$ cat src/rtl/pdl_puf_eval_ctrl.sv
// rtl/pdl_puf_eval_ctrl.sv - clocked evaluation sequencer for the PDL PUF array
// Runs NUM_EVALS reset/launch/sample rounds on one PUF and majority-votes the response.
`timescale 1ns/1ps
module pdl_puf_eval_ctrl #(
  parameter int NUM_PUFS      = 16,
  parameter int CHAL_WIDTH    = 64,
  parameter int SEL_WIDTH     = 4,
  parameter int NUM_EVALS     = 7,
  parameter int RESET_CYCLES  = 4,
  parameter int SETTLE_CYCLES = 8,
  parameter int CNT_W         = $clog2(NUM_EVALS + 1)
) (
  input  logic                  clk,
  input  logic                  reset,
  input  logic                  start,
  input  logic [CHAL_WIDTH-1:0] challenge_top,
  input  logic [CHAL_WIDTH-1:0] challenge_bottom,
  input  logic [SEL_WIDTH-1:0]  puf_sel,
  output logic                  busy,
  output logic                  done,
  output logic                  err,
  output logic                  response_bit,
  output logic [CNT_W-1:0]      ones_count,
  output logic                  stable,
  output logic [CHAL_WIDTH-1:0] pdl_s_tp,
  output logic [CHAL_WIDTH-1:0] pdl_s_btm,
  output logic                  pdl_launch,
  output logic                  pdl_reset,
  input  logic [NUM_PUFS-1:0]   pdl_response
);

  localparam int PH_MAX = (RESET_CYCLES > SETTLE_CYCLES) ? RESET_CYCLES : SETTLE_CYCLES;
  localparam int PH_W   = $clog2(PH_MAX + 1);

  typedef enum logic [2:0] {
    ST_IDLE   = 3'd0,
    ST_RST    = 3'd1,
    ST_LAUNCH = 3'd2,
    ST_SAMPLE = 3'd3,
    ST_DONE   = 3'd4
  } state_t;

  state_t                r_state;
  state_t                w_next;
  logic [PH_W-1:0]       r_phase;
  logic [CNT_W-1:0]      r_eval;
  logic [CNT_W-1:0]      r_acc;
  logic [CNT_W-1:0]      w_acc_nx;
  logic [SEL_WIDTH-1:0]  r_sel;
  logic                  r_sync1;
  logic                  r_sync2;
  logic                  w_resp_sel;
  logic                  w_sel_ok;
  logic                  w_accept;
  logic                  w_reject;
  logic                  r_err;
  logic                  r_resp;
  logic                  r_stable;
  logic [CNT_W-1:0]      r_ones;
  logic [CHAL_WIDTH-1:0] r_s_tp;
  logic [CHAL_WIDTH-1:0] r_s_btm;

  assign w_sel_ok = ({{(32-SEL_WIDTH){1'b0}}, puf_sel} < 32'(NUM_PUFS));
  assign w_acc_nx = r_acc + CNT_W'(r_sync2);

  // Select the latched PUF's arbiter output; r_sel is always in range once accepted.
  always_comb begin
    w_resp_sel = 1'b0;
    for (int i = 0; i < NUM_PUFS; i++) begin
      if (r_sel == SEL_WIDTH'(i)) w_resp_sel = pdl_response[i];
    end
  end

  always_comb begin
    w_next     = r_state;
    w_accept   = 1'b0;
    w_reject   = 1'b0;
    pdl_reset  = 1'b0;
    pdl_launch = 1'b0;
    busy       = 1'b1;
    done       = 1'b0;
    case (r_state)
      ST_IDLE: begin
        pdl_reset = 1'b1;
        busy      = 1'b0;
        if (start) begin
          if (w_sel_ok) begin
            w_accept = 1'b1;
            w_next   = ST_RST;
          end else begin
            w_reject = 1'b1;
          end
        end
      end
      ST_RST: begin
        pdl_reset = 1'b1;
        if (r_phase == PH_W'(RESET_CYCLES - 1)) w_next = ST_LAUNCH;
      end
      ST_LAUNCH: begin
        pdl_launch = 1'b1;
        if (r_phase == PH_W'(SETTLE_CYCLES - 1)) w_next = ST_SAMPLE;
      end
      ST_SAMPLE: begin
        pdl_launch = 1'b1;
        if (r_eval == CNT_W'(NUM_EVALS - 1)) w_next = ST_DONE;
        else                                 w_next = ST_RST;
      end
      ST_DONE: begin
        done   = 1'b1;
        w_next = ST_IDLE;
      end
      default: begin
        pdl_reset = 1'b1;
        busy      = 1'b0;
        w_next    = ST_IDLE;
      end
    endcase
  end

  // Phase counter restarts on every state change so each phase length is exact.
  always_ff @(posedge clk or posedge reset) begin
    if (reset) begin
      r_state <= ST_IDLE;
      r_phase <= '0;
    end else begin
      r_state <= w_next;
      if (w_next != r_state) r_phase <= '0;
      else                   r_phase <= r_phase + PH_W'(1);
    end
  end

  always_ff @(posedge clk or posedge reset) begin
    if (reset) begin
      r_sync1 <= 1'b0;
      r_sync2 <= 1'b0;
    end else begin
      r_sync1 <= w_resp_sel;
      r_sync2 <= r_sync1;
    end
  end

  always_ff @(posedge clk or posedge reset) begin
    if (reset) begin
      r_s_tp   <= '0;
      r_s_btm  <= '0;
      r_sel    <= '0;
      r_acc    <= '0;
      r_eval   <= '0;
      r_err    <= 1'b0;
      r_ones   <= '0;
      r_resp   <= 1'b0;
      r_stable <= 1'b0;
    end else begin
      r_err <= w_reject;
      if (w_accept) begin
        r_s_tp  <= challenge_top;
        r_s_btm <= challenge_bottom;
        r_sel   <= puf_sel;
        r_acc   <= '0;
        r_eval  <= '0;
      end
      if (r_state == ST_SAMPLE) begin
        r_acc <= w_acc_nx;
        if (w_next == ST_RST) r_eval <= r_eval + CNT_W'(1);
        // Results are captured with the final sample so they are valid in the DONE cycle.
        if (w_next == ST_DONE) begin
          r_ones   <= w_acc_nx;
          r_resp   <= (w_acc_nx > CNT_W'(NUM_EVALS / 2));
          r_stable <= (w_acc_nx == '0) || (w_acc_nx == CNT_W'(NUM_EVALS));
        end
      end
    end
  end

  assign err          = r_err;
  assign response_bit = r_resp;
  assign ones_count   = r_ones;
  assign stable       = r_stable;
  assign pdl_s_tp     = r_s_tp;
  assign pdl_s_btm    = r_s_btm;

endmodule

$ cat config.mk
export PLATFORM = sky130hd
export DESIGN_NAME = pdl_puf_eval_ctrl
export DESIGN_NICKNAME = d
export VERILOG_FILES = /design/src/rtl/pdl_puf_eval_ctrl.sv
export SDC_FILE = /design/constraint.sdc
export NUM_CORES = 1
export LEC_CHECK = 0
export BUFFER_PORTS_ARGS = -buffer_cell sky130_fd_sc_hd__buf_2
export CAP_MARGIN = 20
export CORE_ASPECT_RATIO = 1.75
export CORE_MARGIN = 5
export CORE_UTILIZATION = 46
export CTS_CLUSTER_SIZE = 25
export DETAILED_ROUTE_END_ITERATION = 10
export PLACE_DENSITY = 0.79
export RECOVER_POWER = 25
export SYNTH_ARGS = -nofsm -noshare
export SYNTH_HDL_FRONTEND = slang
export SYNTH_SLANG_ARGS = --single-unit
$ cat constraint.sdc
create_clock -name clk -period 5.7 [get_ports clk]
set_input_delay 1.14 -clock clk [delete_from_list [all_inputs] [get_ports clk]]
set_output_delay 1.14 -clock clk [all_outputs]
set_load 0.01 [all_outputs]
# [Word level (Yosys, flattened, before mapping)]
# Cells that the tools add are included.
[word_totals] register_bits=152 latchBits=0 ramBits=0 romBits=0 in_bits=151 out_inout_bits=138 word_cells=84 mem_count=0
[op_classes] add_sub_neg=3 n_mul=0 div=0 magnitude_cmp=1 eq_ne=26 n_shift=0 muxes=33 n_bitwise=0 reduce_logical=9
[ops] op="$eq A4 B4 Y1 const B" n=8
[ops] op="$mux W3" n=9
[ops] op="$mux W1" n=22
[ops] op="$eq A4 B3 Y1 const B" n=5
[ops] op="$eq A3 B3 Y1 const B" n=4
[ops] op="$eq A4 B2 Y1 const B" n=3
[ops] op="$pmux W3 S4" n=1
[ops] op="$eq A3 B1 Y1 const B" n=2
[ops] op="$eq A3 B2 Y1 const B" n=2
[ops] op="$logic_not A3 Y1" n=2
[ops] op="$add A4 B1 Y4 const B" n=1
[ops] op="$eq A4 B1 Y1 const B" n=1
[ops] op="$logic_not A4 Y1" n=1
[ops] op="$mux W4" n=1
[ops] op="$reduce_or A4 Y1" n=1
[ops] op="$add A3 B1 Y3" n=1
[ops] op="$add A3 B1 Y3 const B" n=1
[ops] op="$gt A3 B2 Y1 const B" n=1
[ops] op="$ne A3 B3 Y1" n=1
[ops] op="$reduce_or A3 Y1" n=1
[ops] op="$reduce_and A2 Y1" n=1
[ops] op="$reduce_bool A2 Y1" n=1
[ops] op="$reduce_or A2 Y1" n=1
[ops] op="$logic_or A1 B1 Y1" n=1

# [Depth between registers and ports, before layout]
[depth] depth_word=17 mapped_depth=8

# [Least setup slack after synthesis]
# Ideal clock, no wire load.
[synth_timing] path_type="reg-to-output" from="register r_state[1]" to="output port pdl_reset" t_arrival_ns=0.996 required_time_ns=4.560 setup_slack_ns=3.564 path_stages_with_launch=5 path_cell_list="dfrtp_1 -> buf_2 -> nor2_1 -> and2_1 -> nor2_1"
[synth_via] elab_chain_len=3 word_cells_on_any_way=5 cone_classes="eq/ne: 3; mux: 1; reduce/logical: 1"
[synth_rtl] item="from (decl)" line="43" source="state_t r_state;"
[synth_rtl] item="from (signal assigned)" line="126" source="r_state <= w_next;"
[synth_rtl] item="$eq A3 B2 Y1 / $eq A3 B3 Y1 (equally long branches)" line="82" source="case (r_state)"
[synth_rtl] item="$reduce_or A3 Y1 (no source line) *"
[synth_rtl] item="$mux W1 *" line="82"
[synth_rtl] item="to (decl)" line="28" source="output logic pdl_reset,"
# Mark *: on every way between the ends. The rest lies on a longest branch, timed or not.

==> flow_metrics.py <==
metrics = {
    "route": {
        "via_count": 5324,
        "routedWlPerCell_um": 14.5,
        "wl_mm": 16.3,
        "dr.pass1.iters": 5,
        "post_drt_via_cell_ratio": 4.71,
        "postRouteAntennaNets": 0,
        "drc": 0,
        "initialDrtViolationCount": 166,
    },
    "layout": {
        "instances_no_fill": 1131,
        "drive_above_1_share_pct": 34.6,
        "areaGrowthSynthToFinish_pct": 34.4,
        "final_common_cell": "nand2_1",
        "mostFrequentLayoutCells": "404 x nand2_1, 287 x buf_2, 152 x dfrtp_1",
        "fillers": 1144,
        "nets": 1102,
    },
    "clocking": {
        "post_cts_resized": 0,
        "clk_latency_ns": 0.41,
        "cts_hold_buffers": 0,
        "cts_max_level": 4,
        "clk_pin_slew_ns": 0.06,
        "cts_sinks": 152,
        "postCtsSetupRepairBufs": 0,
        "cts_buffers": 17,
        "clockBufferDepth": 2,
        "cts_tree": "done",
        "cts_root_buffer": "clkbuf_16",
    },
    "grt": {
        "grt-ovfl-total": 0,
        "grt_pass1_vias": 5393,
        "grt_pass1_wl_mm": 26.3,
        "antenna_found_initial": 1,
        "grtUsageTotal_pct": 20.8,
        "grt_max_degree": 88,
    },
    "yosys": {
        "syn_avg_cell_area_um2": 9.11,
        "synth.cell_area_um2": 6100,
        "syn-instance-count": 669,
        "ys_async_sr_fraction_pct": 100,
        "synthFlopType": "dfrtp_1",
        "ys_ff_latch": 152,
        "syn_nets": 825,
        "synth_edf_count": 0,
        "seq_area_frac_synth_pct": 62.4,
        "yosysWarnings": 0,
        "ys_types": 36,
    },
    "pwr": {
        "seq_power_share_pct": 40.2,
        "ir_drop_uv": 297,
        "pwr-share-comb_pct": 34.4,
        "power.density_nw_per_um2": 561,
        "power_leakage_nw": 4.79,
        "swShare_pct": 36.4,
        "p_int_mw": 2.92,
        "p_total_mw": 4.59,
        "netSwitchingPower_mw": 1.67,
        "pwr-share-clk_pct": 25.4,
    },
    "floorplan": {
        "fp.dieH_um": 162,
        "die_w_um": 97.0,
        "fp.dieArea_um2": 15700,
        "core_area_um2": 13000,
        "rows": 55,
        "io_pins": 289,
        "initial_core_util_pct": 46.9,
    },
    "run": {
        "max_cap_viol_count": 1,
    },
    "worst_setup_path": {
        "start_kind": "primary input",
        "critPathRequiredTime_ns": 6.04,
        "reg2reg_depth": 5,
        "crit_path_end": "pdl_s_btm[40]",
        "crit_chain": "buf_2 -> clkinvlp_2 -> clkbuf_2",
        "end_kind": "asynchronous set/reset pin",
        "reg2reg_to": "pdl_s_btm[48]",
        "crit_start": "reset",
        "regToRegStartpoint": "r_state[0]",
        "cp_max_fo": 57,
        "slowest_delay_ns": 1.40,
        "crit_type": "primary input to asynchronous set/reset pin",
        "crit_path_top_delay_cell": "clkinvlp_2",
        "reg2reg_slack_ns": 3.32,
        "cp.arrival_ns": 3.77,
    },
    "placement": {
        "dp.cells": 1098,
        "hpwl_mm": 11.9,
        "gp_congestion": 0.820,
        "io_buffer_count": 287,
    },
    "sta": {
        "slew_headroom_pct": -65.2,
        "slew_viol_final": 58,
        "rsz0062_at_grt": "false",
        "worstMarginPinSlew_ns": 2.46,
        "max_freq_ghz": 0.291,
        "layout_min_cycle_time_ns": 3.43,
        "skew_ns": 0.00956,
        "finalSetupTns_ns": 0,
        "setup_violations": 0,
        "hold_violations": 0,
        "period_share_pct": 60.2,
    },
    "worst_hold_path": {
        "hp-class": "flop to flop",
    },
    "outcome": {
        "violations": "max-capacitance violations, max-slew violations",
        "outcome": "finished, violations left",
    },
}
## cells in the mapped netlist, types with 4 or more instances
library cell	instances	area (um^2)
mux2i_1	4	40.0
nor2_1	15	56.3
inv_1	6	22.5
xnor2_1	4	35.0
nand2_1	404	1520
nand3_1	5	25.0
dfrtp_1	152	3800
buf_2	5	25.0
o21ai_0	7	35.0
buf_4	6	45.0
clkbuf_1	15	56.3
ha_1	5	62.6
buf_6	8	90.1
## final cells by class
cell class / count / area [um^2] / area share, %
Inverter: 6 / 23.8 / 0.290
Tap cell: 171 / 214 / 2.61
Clock inverter: 12 / 164 / 2.00
Antenna cell: 1 / 2.50 / 0.0306
Clock buffer: 20 / 457 / 5.58
Sequential cell: 152 / 3800 / 46.4
Timing Repair Buffer: 292 / 1470 / 18.0
Multi-Input combinational cell: 477 / 2050 / 25.1
## worst max-delay path, delay by kind of cell
family,cells,cell delay [ns]
buffers and inverters,3,2.59
## power by group through the flow
stage	sequential (mW)	combinational (mW)	clock, mW
2_1_floorplan	2.03	0.754	0
3_3_place_gp	1.86	1.56	0
3_5_place_dp	1.85	1.62	0
4_1_cts	1.85	1.62	1.19
5_1_grt	1.91	1.78	1.24
6_report	1.84	1.58	1.17
## logic make-up (layout without fill, tap and decap cells)
| family | after synthesis | after routing | synth area share (%) |
|---|---|---|---|
| other | 1 | 2 | 0.0615 |
| adder cells (fa/ha/maj) | 5 | 5 | 1.03 |
| flip-flops | 152 | 152 | 62.4 |
| AND/OR/NAND/NOR | 435 | 435 | 27.6 |
| XOR/XNOR | 4 | 4 | 0.575 |
| AO/OA/AOI/OAI | 23 | 23 | 2.42 |
| multiplexers | 9 | 9 | 1.95 |
| buffers and inverters | 40 | 330 | 3.92 |
## worst min-delay path by stage
stage	from	end	slack (ns)	cells after the start
final	r_sync1	r_sync2	0.35	0
after global routing	r_sync1	r_sync2	0.37	0
after CTS	r_sync1	r_sync2	0.35	0
after detailed placement	r_sync1	r_sync2	0.34	0
after global placement	r_sync1	r_sync2	0.34	0
after floorplan	r_sync1	r_sync2	0.33	0
## routing by layer
layer	global-route usage [%]	part of all wire, %
met4	11.2	3.8
met5	0	0.080
met1	24.0	39
met3	4.94	6.6
met2	35.6	51
## registers in the layout, summed over array words and instances, names as in the netlist, 3 cells and up
signal and flops:
r_acc 3, r_phase 4, pdl_s_tp 64, r_sel 4
r_eval 3, ones_count 3, r_state 3, pdl_s_btm 64
## stage by stage
| stage | util, % | hold WS [ns] | instance area [um^2] | setup slack, ns |
|---|---|---|---|---|
| floorplan | - | 0.331 | 6100 | 0.467 |
| global placement | 58.3 | 0.337 | 7580 | 2.79 |
| detailed placement | 58.3 | 0.337 | 7580 | 2.74 |
| CTS | 63.1 | 0.350 | 8200 | 3.00 |
| global route | 63.0 | 0.365 | 8190 | 1.59 |
| finish | 63.0 | 0.347 | 8190 | 2.27 |
No activity file was read; power rests on OpenSTA's default activity.
